## src/rtl/ldpc_msg_pkg.sv

```systemverilog
// ldpc_msg_pkg: shared LDPC message widths, magnitude limit and sign-magnitude message type
package ldpc_msg_pkg;
    localparam int MSG_W = 7;
    localparam int SM_W = 8;
    localparam logic [MSG_W-1:0] SM_MAG_MAX = 7'd63;
    typedef struct packed {
        logic             sign;
        logic [MSG_W-1:0] mag;
    } sm_msg_t;
endpackage

```

## src/rtl/msg_tc2sm_conv.sv

```systemverilog
// msg_tc2sm_conv: combinational two's-complement to sign-magnitude converter; ports tc (MSG_W in), sm (sm_msg_t out); CONV_SAT_EN clamps magnitude to SM_MAG_MAX
module msg_tc2sm_conv
    import ldpc_msg_pkg::*;
(
    input  logic [MSG_W-1:0] tc,
    output sm_msg_t          sm
);
    logic [MSG_W-1:0] mag;
    assign mag = tc[MSG_W-1] ? ~tc + MSG_W'(1) : tc;
`ifdef CONV_SAT_EN
    assign sm = {tc[MSG_W-1], (mag > SM_MAG_MAX) ? SM_MAG_MAX : mag};
`else
    assign sm = {tc[MSG_W-1], mag};
`endif
endmodule

```

## src/rtl/conv_share_arbiter.sv

```systemverilog
// conv_share_arbiter: round-robin burst arbiter sharing one 2-stage tc->sm converter; ports clk, rst, req_valid/req_data/req_ready (per requester), rsp_valid/rsp_ready/rsp_data/rsp_id, busy; CONV_SAT_EN selects saturating conversion
module conv_share_arbiter
    import ldpc_msg_pkg::*;
#(
    parameter int N_REQ     = 4,
    parameter int ID_W      = 2,
    parameter int BURST_LEN = 8,
    parameter int CNT_W     = 3
) (
    input  logic                   clk,
    input  logic                   rst,
    input  logic [N_REQ-1:0]       req_valid,
    input  logic [MSG_W*N_REQ-1:0] req_data,
    output logic [N_REQ-1:0]       req_ready,
    output logic                   rsp_valid,
    input  logic                   rsp_ready,
    output logic [SM_W-1:0]        rsp_data,
    output logic [ID_W-1:0]        rsp_id,
    output logic                   busy
);
    typedef enum logic {IDLE, BUSY} state_t;
    state_t state, state_nx;
    logic [ID_W-1:0] rr_ptr, rr_ptr_nx, grant, grant_nx, pick, idx, s1_id, s2_id;
    logic [CNT_W-1:0] burst_cnt, burst_cnt_nx;
    logic found, hs, s1_valid, s2_valid, s1_can_accept, s2_can_accept;
    logic [MSG_W-1:0] s1_data;
    logic [MSG_W-1:0] req_msg [N_REQ];
    sm_msg_t conv, s2_data;

    for (genvar i = 0; i < N_REQ; i++) begin : g_msg
        assign req_msg[i] = req_data[i*MSG_W +: MSG_W];
    end

    msg_tc2sm_conv u_conv (.tc(s1_data), .sm(conv));

    assign s2_can_accept = !s2_valid | rsp_ready;
    assign s1_can_accept = !s1_valid | s2_can_accept;
    assign rsp_valid = s2_valid;
    assign rsp_data = s2_data;
    assign rsp_id = s2_id;
    assign busy = (state == BUSY) | s1_valid | s2_valid;

    always_comb begin
        pick = '0;
        found = 1'b0;
        idx = '0;
        for (int k = 0; k < N_REQ; k++) begin
            idx = (int'(rr_ptr) + k >= N_REQ) ? ID_W'(int'(rr_ptr) + k - N_REQ) : ID_W'(int'(rr_ptr) + k);
            if (!found && req_valid[idx]) begin
                found = 1'b1;
                pick = idx;
            end
        end
    end

    always_comb begin
        state_nx = state;
        grant_nx = grant;
        burst_cnt_nx = burst_cnt;
        rr_ptr_nx = rr_ptr;
        req_ready = '0;
        hs = 1'b0;
        if (state == IDLE) begin
            if (found) begin
                state_nx = BUSY;
                grant_nx = pick;
                burst_cnt_nx = '0;
            end
        end else begin
            req_ready[grant] = s1_can_accept;
            hs = req_valid[grant] & s1_can_accept;
            if (!req_valid[grant] || (hs && burst_cnt == CNT_W'(BURST_LEN - 1))) begin
                state_nx = IDLE;
                rr_ptr_nx = (grant == ID_W'(N_REQ - 1)) ? '0 : grant + 1'b1;
            end else if (hs) begin
                burst_cnt_nx = burst_cnt + 1'b1;
            end
        end
    end

    always_ff @(posedge clk) begin
        if (rst) begin
            state <= IDLE;
            rr_ptr <= '0;
            grant <= '0;
            burst_cnt <= '0;
            s1_valid <= 1'b0;
            s1_data <= '0;
            s1_id <= '0;
            s2_valid <= 1'b0;
            s2_data <= '0;
            s2_id <= '0;
        end else begin
            state <= state_nx;
            rr_ptr <= rr_ptr_nx;
            grant <= grant_nx;
            burst_cnt <= burst_cnt_nx;
            if (hs) begin
                s1_valid <= 1'b1;
                s1_data <= req_msg[grant];
                s1_id <= grant;
            end else if (s2_can_accept) begin
                s1_valid <= 1'b0;
            end
            if (s2_can_accept) begin
                s2_valid <= s1_valid;
                if (s1_valid) begin
                    s2_data <= conv;
                    s2_id <= s1_id;
                end
            end
        end
    end
endmodule

```

## config.mk

```make
export PLATFORM = sky130hd
export DESIGN_NAME = conv_share_arbiter
export DESIGN_NICKNAME = d
export VERILOG_FILES = /design/src/rtl/ldpc_msg_pkg.sv /design/src/rtl/msg_tc2sm_conv.sv /design/src/rtl/conv_share_arbiter.sv
export SDC_FILE = /design/constraint.sdc
export NUM_CORES = 1
export LEC_CHECK = 0
export CAP_MARGIN = 20
export CORE_MARGIN = 10
export CORE_UTILIZATION = 26
export CTS_BUF_LIST = sky130_fd_sc_hd__clkbuf_4 sky130_fd_sc_hd__clkbuf_8
export DETAILED_ROUTE_END_ITERATION = 6
export HOLD_SLACK_MARGIN = 0.08
export SYNTH_ARGS = -nofsm -noshare
export SYNTH_HDL_FRONTEND = slang
export SYNTH_HIERARCHICAL = 1
export SYNTH_SLANG_ARGS = --single-unit
```

## constraint.sdc

```tcl
create_clock -name clk -period 2.04 [get_ports clk]
set_clock_uncertainty 0.1 [all_clocks]
set_input_delay 0.306 -clock clk [delete_from_list [all_inputs] [get_ports clk]]
set_output_delay 0.306 -clock clk [all_outputs]
set_load 0.02 [all_outputs]
```

# Word-level counts from Yosys, hierarchy flattened
# Cells that the tools add are included.
totals:
  regBits: 29
  inputBits: 35
  elab_cells: 103
classes:
  add_sub_neg: 10
  n_lt_le_gt_ge: 11
  eq_ne: 4
  mux: 40
  n_bitwise: 9
  reduce_logical: 18
op_table:
  columns: ["cell", "n"]
  rows:
  - ["$mux 7", 3]
  - ["$mux 2", 9]
  - ["$mux 1", 16]
  - ["$lt 2x3->1 const B", 5]
  - ["$bmux 7 s2", 1]
  - ["$ge 3x3->1 const B", 4]
  - ["$mux 3", 4]
  - ["$bmux 1 s2", 5]
  - ["$sub 2x1->2 const B", 4]
  - ["$add 7x1->7 const B", 1]
  - ["$not 7->7", 1]
  - ["$add 2x2->3 const B", 2]
  - ["$logic_not 1->1", 6]
  - ["$reduce_and 2->1", 3]
  - ["$logic_and 1x1->1", 5]
  - ["$and 4x4->4", 1]
  - ["$mux 4", 1]
  - ["$or 1x1->1", 4]
  - ["$reduce_bool 2->1", 2]
  - ["$add 2x1->3 const B", 1]
  - ["$add 3x1->3 const B", 1]
  - ["$eq 3x3->1 const B", 1]
  - ["$ge 2x3->1 const B", 1]
  - ["$not 2->3", 1]
  - ["10 further kinds", 10]

# Longest topological paths before layout
depth:
  ltp_word: 16
  depth_mapped: 7
  ltp_nobuf: 6

# Modules after synthesis
# The synthesis kept the hierarchy.
by_module_without_submodules:
  columns: ["module", "instances", "cells_per_inst", "area_per_inst_um2", "seq_area_each_um2"]
  rows:
  - ["conv_share_arbiter", 1, 151, 1595.3, 580.6]
  - ["msg_tc2sm_conv", 1, 19, 145.1, 0.0]

# Worst setup path after synthesis
# No wires, ideal clock.
synth_path:
  path_kind: "register to register"
  from: "reg grant[0]"
  to: "reg s1_data[0]"
  arrival_ns: 1.463
  required_time_ns: 1.812
  path_slack_ns: 0.349
  path_stages_with_launch: 7
  path_buffers: 2
  synth_period_minus_slack_ns: 1.691
  cell_sequence: "dfxtp_1 > buf_6 > mux4_2 > nand3_4 > buf_12 > mux2i_1 > nor2_1"
synth_via:
  elab_chain_len: 4
  word_cells_on_any_way: 8
  cone_classes: "mux (6); bitwise (2)"
synth_rtl:
  columns: ["element", "line", "source"]
  rows:
  - ["start: declaration", "conv_share_arbiter.sv:23", "logic [ID_W-1:0] rr_ptr, rr_ptr_nx, grant, grant_nx, pick, idx, s1_id, s2_id;"]
  - ["start signal: assignment", "conv_share_arbiter.sv:96", "grant <= grant_nx;"]
  - ["$bmux 1 s2 or $not 2->3 (tied branches)", "conv_share_arbiter.sv:71, conv_share_arbiter.sv:100", null]
  - ["$mux 1 (not written as such) or $bmux 7 s2 (tied branches)", "conv_share_arbiter.sv:71, conv_share_arbiter.sv:100", null]
  - ["$and 1x1->1 or $mux 7 (tied branches)", "conv_share_arbiter.sv:71, conv_share_arbiter.sv:100", null]
  - ["$mux 1 or $mux 7 (tied branches)", "conv_share_arbiter.sv:63, conv_share_arbiter.sv:100", null]
  - ["end signal: assignment", "conv_share_arbiter.sv:100", "s1_data <= req_msg[grant];"]
  - ["end: declaration", "conv_share_arbiter.sv:26", "logic [MSG_W-1:0] s1_data;"]
# Parallel ways exist; a longest one is shown, timed or not. The select of a mux whose other input is x is not followed.
# A chain may end at the register's enable or synchronous reset.

# Worst setup path in the final report
layout_path:
  from: "reg s2_valid (netlist: rsp_valid)"
  to: "out busy"
layout_via:
  elab_chain_len: 1
layout_rtl:
  columns: ["element", "line", "source"]
  rows:
  - ["start: declaration", "conv_share_arbiter.sv:25", "logic found, hs, s1_valid, s2_valid, s1_can_accept, s2_can_accept;"]
  - ["start signal: assignment", "conv_share_arbiter.sv:106", "s2_valid <= s1_valid;"]
  - ["$or 1x1->1", "conv_share_arbiter.sv:41", "assign busy = (state == BUSY) | s1_valid | s2_valid;"]
  - ["end: declaration", "conv_share_arbiter.sv:19", "output logic busy"]
# No other way between the ends.

==> results.txt <==
The flow ran to the end, and the final reports show no timing, DRC or antenna violations. Among all flip-flop cells after synthesis, the most frequent one is sky130_fd_sc_hd__dfxtp_1. The tightest min-delay check is of the flop to flop type. The power share of the clock group is 30.6%. The data arrival time of the critical path is 1.55 ns.

The horizontal die dimension is 101.8 um. The relative slew slack came out at 76.16%. After floorplanning, the core was sized to cover 6422 sq um. The longest clock path from root to sink contains 2 buffers. Along the worst path, the maximum fanout reaches 5. The power dissipated by switching net loads came out at 0.4397 mW.

Setup repair after global routing left no endpoint under its margin. The cell total after placement is 300. The fraction of power spent switching nets came out at 29.24%. The post-CTS repair timing setup buffer count came out at 0.

The setup check on the worst reg-to-reg path leaves a slack of roughly 0.29 ns. The library cell with the largest summed area after synthesis is sky130_fd_sc_hd__dfxtp_1. The time the worst path needs with I/O delays and setup is 1.958 ns. The per-cell routed wire length came out at approximately 14 um. The number of design-rule violations left by the first detailed-router iteration is 41. The total wire length is 4420 um.

The power density normalized to cell area is 619.8 nW/um^2. Excluding fillers, the count of instances in the completed layout stands at ~300. Relative to the synthesized area, the layout overhead comes to 39.40%. Global routing finished with a remaining overflow of 0.

The maximum resistive drop on vdd is 0.2664 mV. The internal power consumption came out at 1.064 mW. The worst slack at placement is -0.06208 ns. The initial utilization of the core area, before any placement, comes to 27.10%. The number of iterations in the first detailed-routing pass came out at 4. The final weighted congestion in routability-driven placement came out at 0.7550. The total of buffers placed on input and output ports came out at 50. The hold violation total from the final report is 0. The worst path meets setup with 0.08152 ns of slack.

The number of antenna violations at the first check in global routing is 0. The clock insertion delay at the later pin of the skew report is 0.27 ns. After the last flow step, the layout net total stands at 272.

The number of warning messages in the yosys log is 6. The H-tree depth is 2. The transition time of the tightest slew-check pin is 0.3575 ns. The share of post-route cells with drive strength above 1 came out at between 10% and 20%. The number of hold buffers added after CTS was 0.

In the global route stage, overall resource usage came out at 8.325%. The number of remaining DRC errors came out at 0. Sequential cells account for 43.1% of the total power. Across all layers, the routed design uses 1,418 vias.

The max-capacitance violation count came out at 0. The first global-routing pass estimated 6817 um of wire. Clock tree synthesis inserted a total of 5 buffers.

Setup violations remaining at the end of the flow were counted as 0. In this run the remaining antenna-violating nets after routing total 0. The combinational fraction of design power is a little over a quarter. TritonCTS built the clock tree.

The detailed placer's ending HPWL is 3515 um. The final max-slew violation count is 0. The number of flops mapped to enable cells by yosys came out at 0. The share of async-settable or async-resettable flops after synthesis came out at 0%. In the layout the commonest cells are sky130_fd_sc_hd__clkdlybuf4s50_1 (46), sky130_fd_sc_hd__dfxtp_1 (27), sky130_fd_sc_hd__nor2_1 (23), sky130_fd_sc_hd__mux2i_1 (18), sky130_fd_sc_hd__buf_4 (15). The total clock sinks is 29. The number of distinct library cells after synthesis came out at 47. The mean area per synthesized cell is 10.24 sq um. The number of nets handed over by synthesis was approximately 210.

The number of global-route vias before repair is about 1,400. The largest net degree at the start of global routing came out at 25. The placement row count is 29. The worst setup path is launched from a flop. The maximum frequency from static timing analysis came out at 510.6 MHz.

The critical path in this run is classified as flop to output port. The clock edge transition at the registers on the reported setup and hold paths came out at 0.07 ns. Pin placement for this block handled 51 I/O pins. The y dimension of the die is 101.8 um. The root buffer cell chosen for the clock tree is sky130_fd_sc_hd__clkbuf_8.

The required time of the critical path came out at approximately 1.6 ns. The part of the cycle the worst path needs came out at 96.00%. In this run the static leakage power is between 1 and 1.5 nW.

The die area is about 10,000 sq um. STA classifies the critical path endpoint as an output port. The post-synthesis instance total came out at 170. The diode insertion count for antenna repair came out at 0. The filler cell count is 660. The area share of the largest cell type after synthesis is 33.36%. The synthesized design contains 29 register bits. Sorting the synthesized cells by area gives the leading types as sky130_fd_sc_hd__dfxtp_1 (33%), sky130_fd_sc_hd__mux2i_1 (10%), sky130_fd_sc_hd__mux4_2 (9.1%), sky130_fd_sc_hd__ha_1 (5.0%), sky130_fd_sc_hd__nor2_1 (5.0%). Summing the sequential cell areas from Yosys gives 33.36% of the chip area.

The total power after layout came out at 1.504 mW. Leaving out fill and tap cells, the most frequent cell in the layout is sky130_fd_sc_hd__clkdlybuf4s50_1. The area of the mapped netlist is 1740 sq um. The mean number of vias per cell is 4.604.
-- synth_stat cells (2+ instances only) --
library cell                n
sky130_fd_sc_hd__dfxtp_1   29
sky130_fd_sc_hd__nor2_1    23
sky130_fd_sc_hd__mux2i_1   18
sky130_fd_sc_hd__inv_1     11
sky130_fd_sc_hd__a21oi_1    7
sky130_fd_sc_hd__ha_1       7
sky130_fd_sc_hd__mux4_2     7
sky130_fd_sc_hd__and3_1     5
sky130_fd_sc_hd__nand2_1    5
sky130_fd_sc_hd__o21ai_0    4
sky130_fd_sc_hd__a221oi_1   3
sky130_fd_sc_hd__buf_4      3
sky130_fd_sc_hd__o221ai_1   3
sky130_fd_sc_hd__o41ai_1    3
sky130_fd_sc_hd__xnor2_1    3
sky130_fd_sc_hd__buf_6      2
sky130_fd_sc_hd__clkbuf_1   2
sky130_fd_sc_hd__mux2_2     2
sky130_fd_sc_hd__nand2b_1   2
sky130_fd_sc_hd__nor3_1     2
sky130_fd_sc_hd__or3_1      2
sky130_fd_sc_hd__or3b_1     2
-- repair_timing --
action / 4_1_cts / 5_1_grt
endpoints found under the hold margin: 0 / 0
endpoints found under the setup margin: 4 / 0
gates resized for setup: 7 / 0
-- power by group through the flow --
| stage | Clock (mW) | Sequential [mW] | Combinational, mW |
|---|---|---|---|
| final | 0.460 | 0.649 | 0.395 |
| after global routing | 0.502 | 0.654 | 0.433 |
| after CTS | 0.477 | 0.649 | 0.403 |
| after detailed placement | 0 | 0.662 | 0.406 |
| after global placement | 0 | 0.660 | 0.400 |
| after floorplan | 0 | 0.653 | 0.267 |
-- state kept, by name, summed over array words and instances (netlist names) --
name	cells
burst_cnt	3
rr_ptr	2
rsp_valid	1
rsp_data	8
s1_data	7
state	1
grant	2
s1_valid	1
s1_id	2
rsp_id	2
-- cell type report --
| class | instances | area (sq um) | area share (%) |
|---|---|---|---|
| clock buffers | 5 | 68.82 | 2.837 |
| clock inverters | 3 | 17.52 | 0.7220 |
| inverters | 11 | 41.29 | 1.702 |
| multi-input cells | 118 | 1008 | 41.57 |
| flip-flops and latches | 29 | 585.6 | 24.14 |
| well taps | 77 | 96.34 | 3.971 |
| repair buffers | 65 | 608.1 | 25.06 |
-- per-stage QoR --
| stage | area, sq um | setup TNS, ns | utilization [%] | hold slack (ns) |
|---|---|---|---|---|
| after CTS | 2426 | 0 | 37.78 | 0.3629 |
| after global placement | 2340 | -0.2090 | 36.43 | 0.3465 |
| after global routing | 2426 | 0 | 37.78 | 0.4155 |
| after floorplan | 1740 | 0 | - | 0.3124 |
| after detailed placement | 2340 | -0.2452 | 36.43 | 0.3527 |
| final | 2426 | 0 | 37.78 | 0.3652 |
-- worst max-delay path, cell delays in order, from the launching register on --
cell and delay (ns):
sky130_fd_sc_hd__dfxtp_1 0.36, sky130_fd_sc_hd__or3_1 0.37, sky130_fd_sc_hd__clkdlybuf4s50_1 0.54
-- cells by family (layout without fill, tap and decap cells) --
| logic type | after synthesis | in the layout | share of synthesized area [%] |
|---|---|---|---|
| buf+inv | 23 | 84 | 8.698 |
| mux | 28 | 28 | 22.21 |
| fa+ha+maj | 7 | 7 | 5.032 |
| xor+xnor | 4 | 4 | 2.013 |
| compound gates | 30 | 30 | 12.80 |
| simple gates | 49 | 49 | 15.89 |
| flops | 29 | 29 | 33.36 |
-- worst paths after layout --
| path | startpoint | endpoint | depth (start not counted) |
|---|---|---|---|
| max | rsp_valid | busy | 2 |
| min | s1_id[1] | s1_id[1] | 2 |
| max reg2reg | grant[1] | burst_cnt[1] | 5 |
| min reg2reg | s1_id[1] | s1_id[1] | 2 |
-- layer usage --
metal | part of all wire, % | GRT usage (%) | routed length [um] | vias up
met1 | 45 | 9.750 | 1988 | 644
li1 | - | - | - | 744
met5 | 0 | 0 | 0 | -
met2 | 50 | 14.26 | 2208 | 28
met3 | 4.6 | 2.767 | 203 | 2
met4 | 0.43 | 2.278 | 19 | 0
Power figures use the tool's default switching activity.
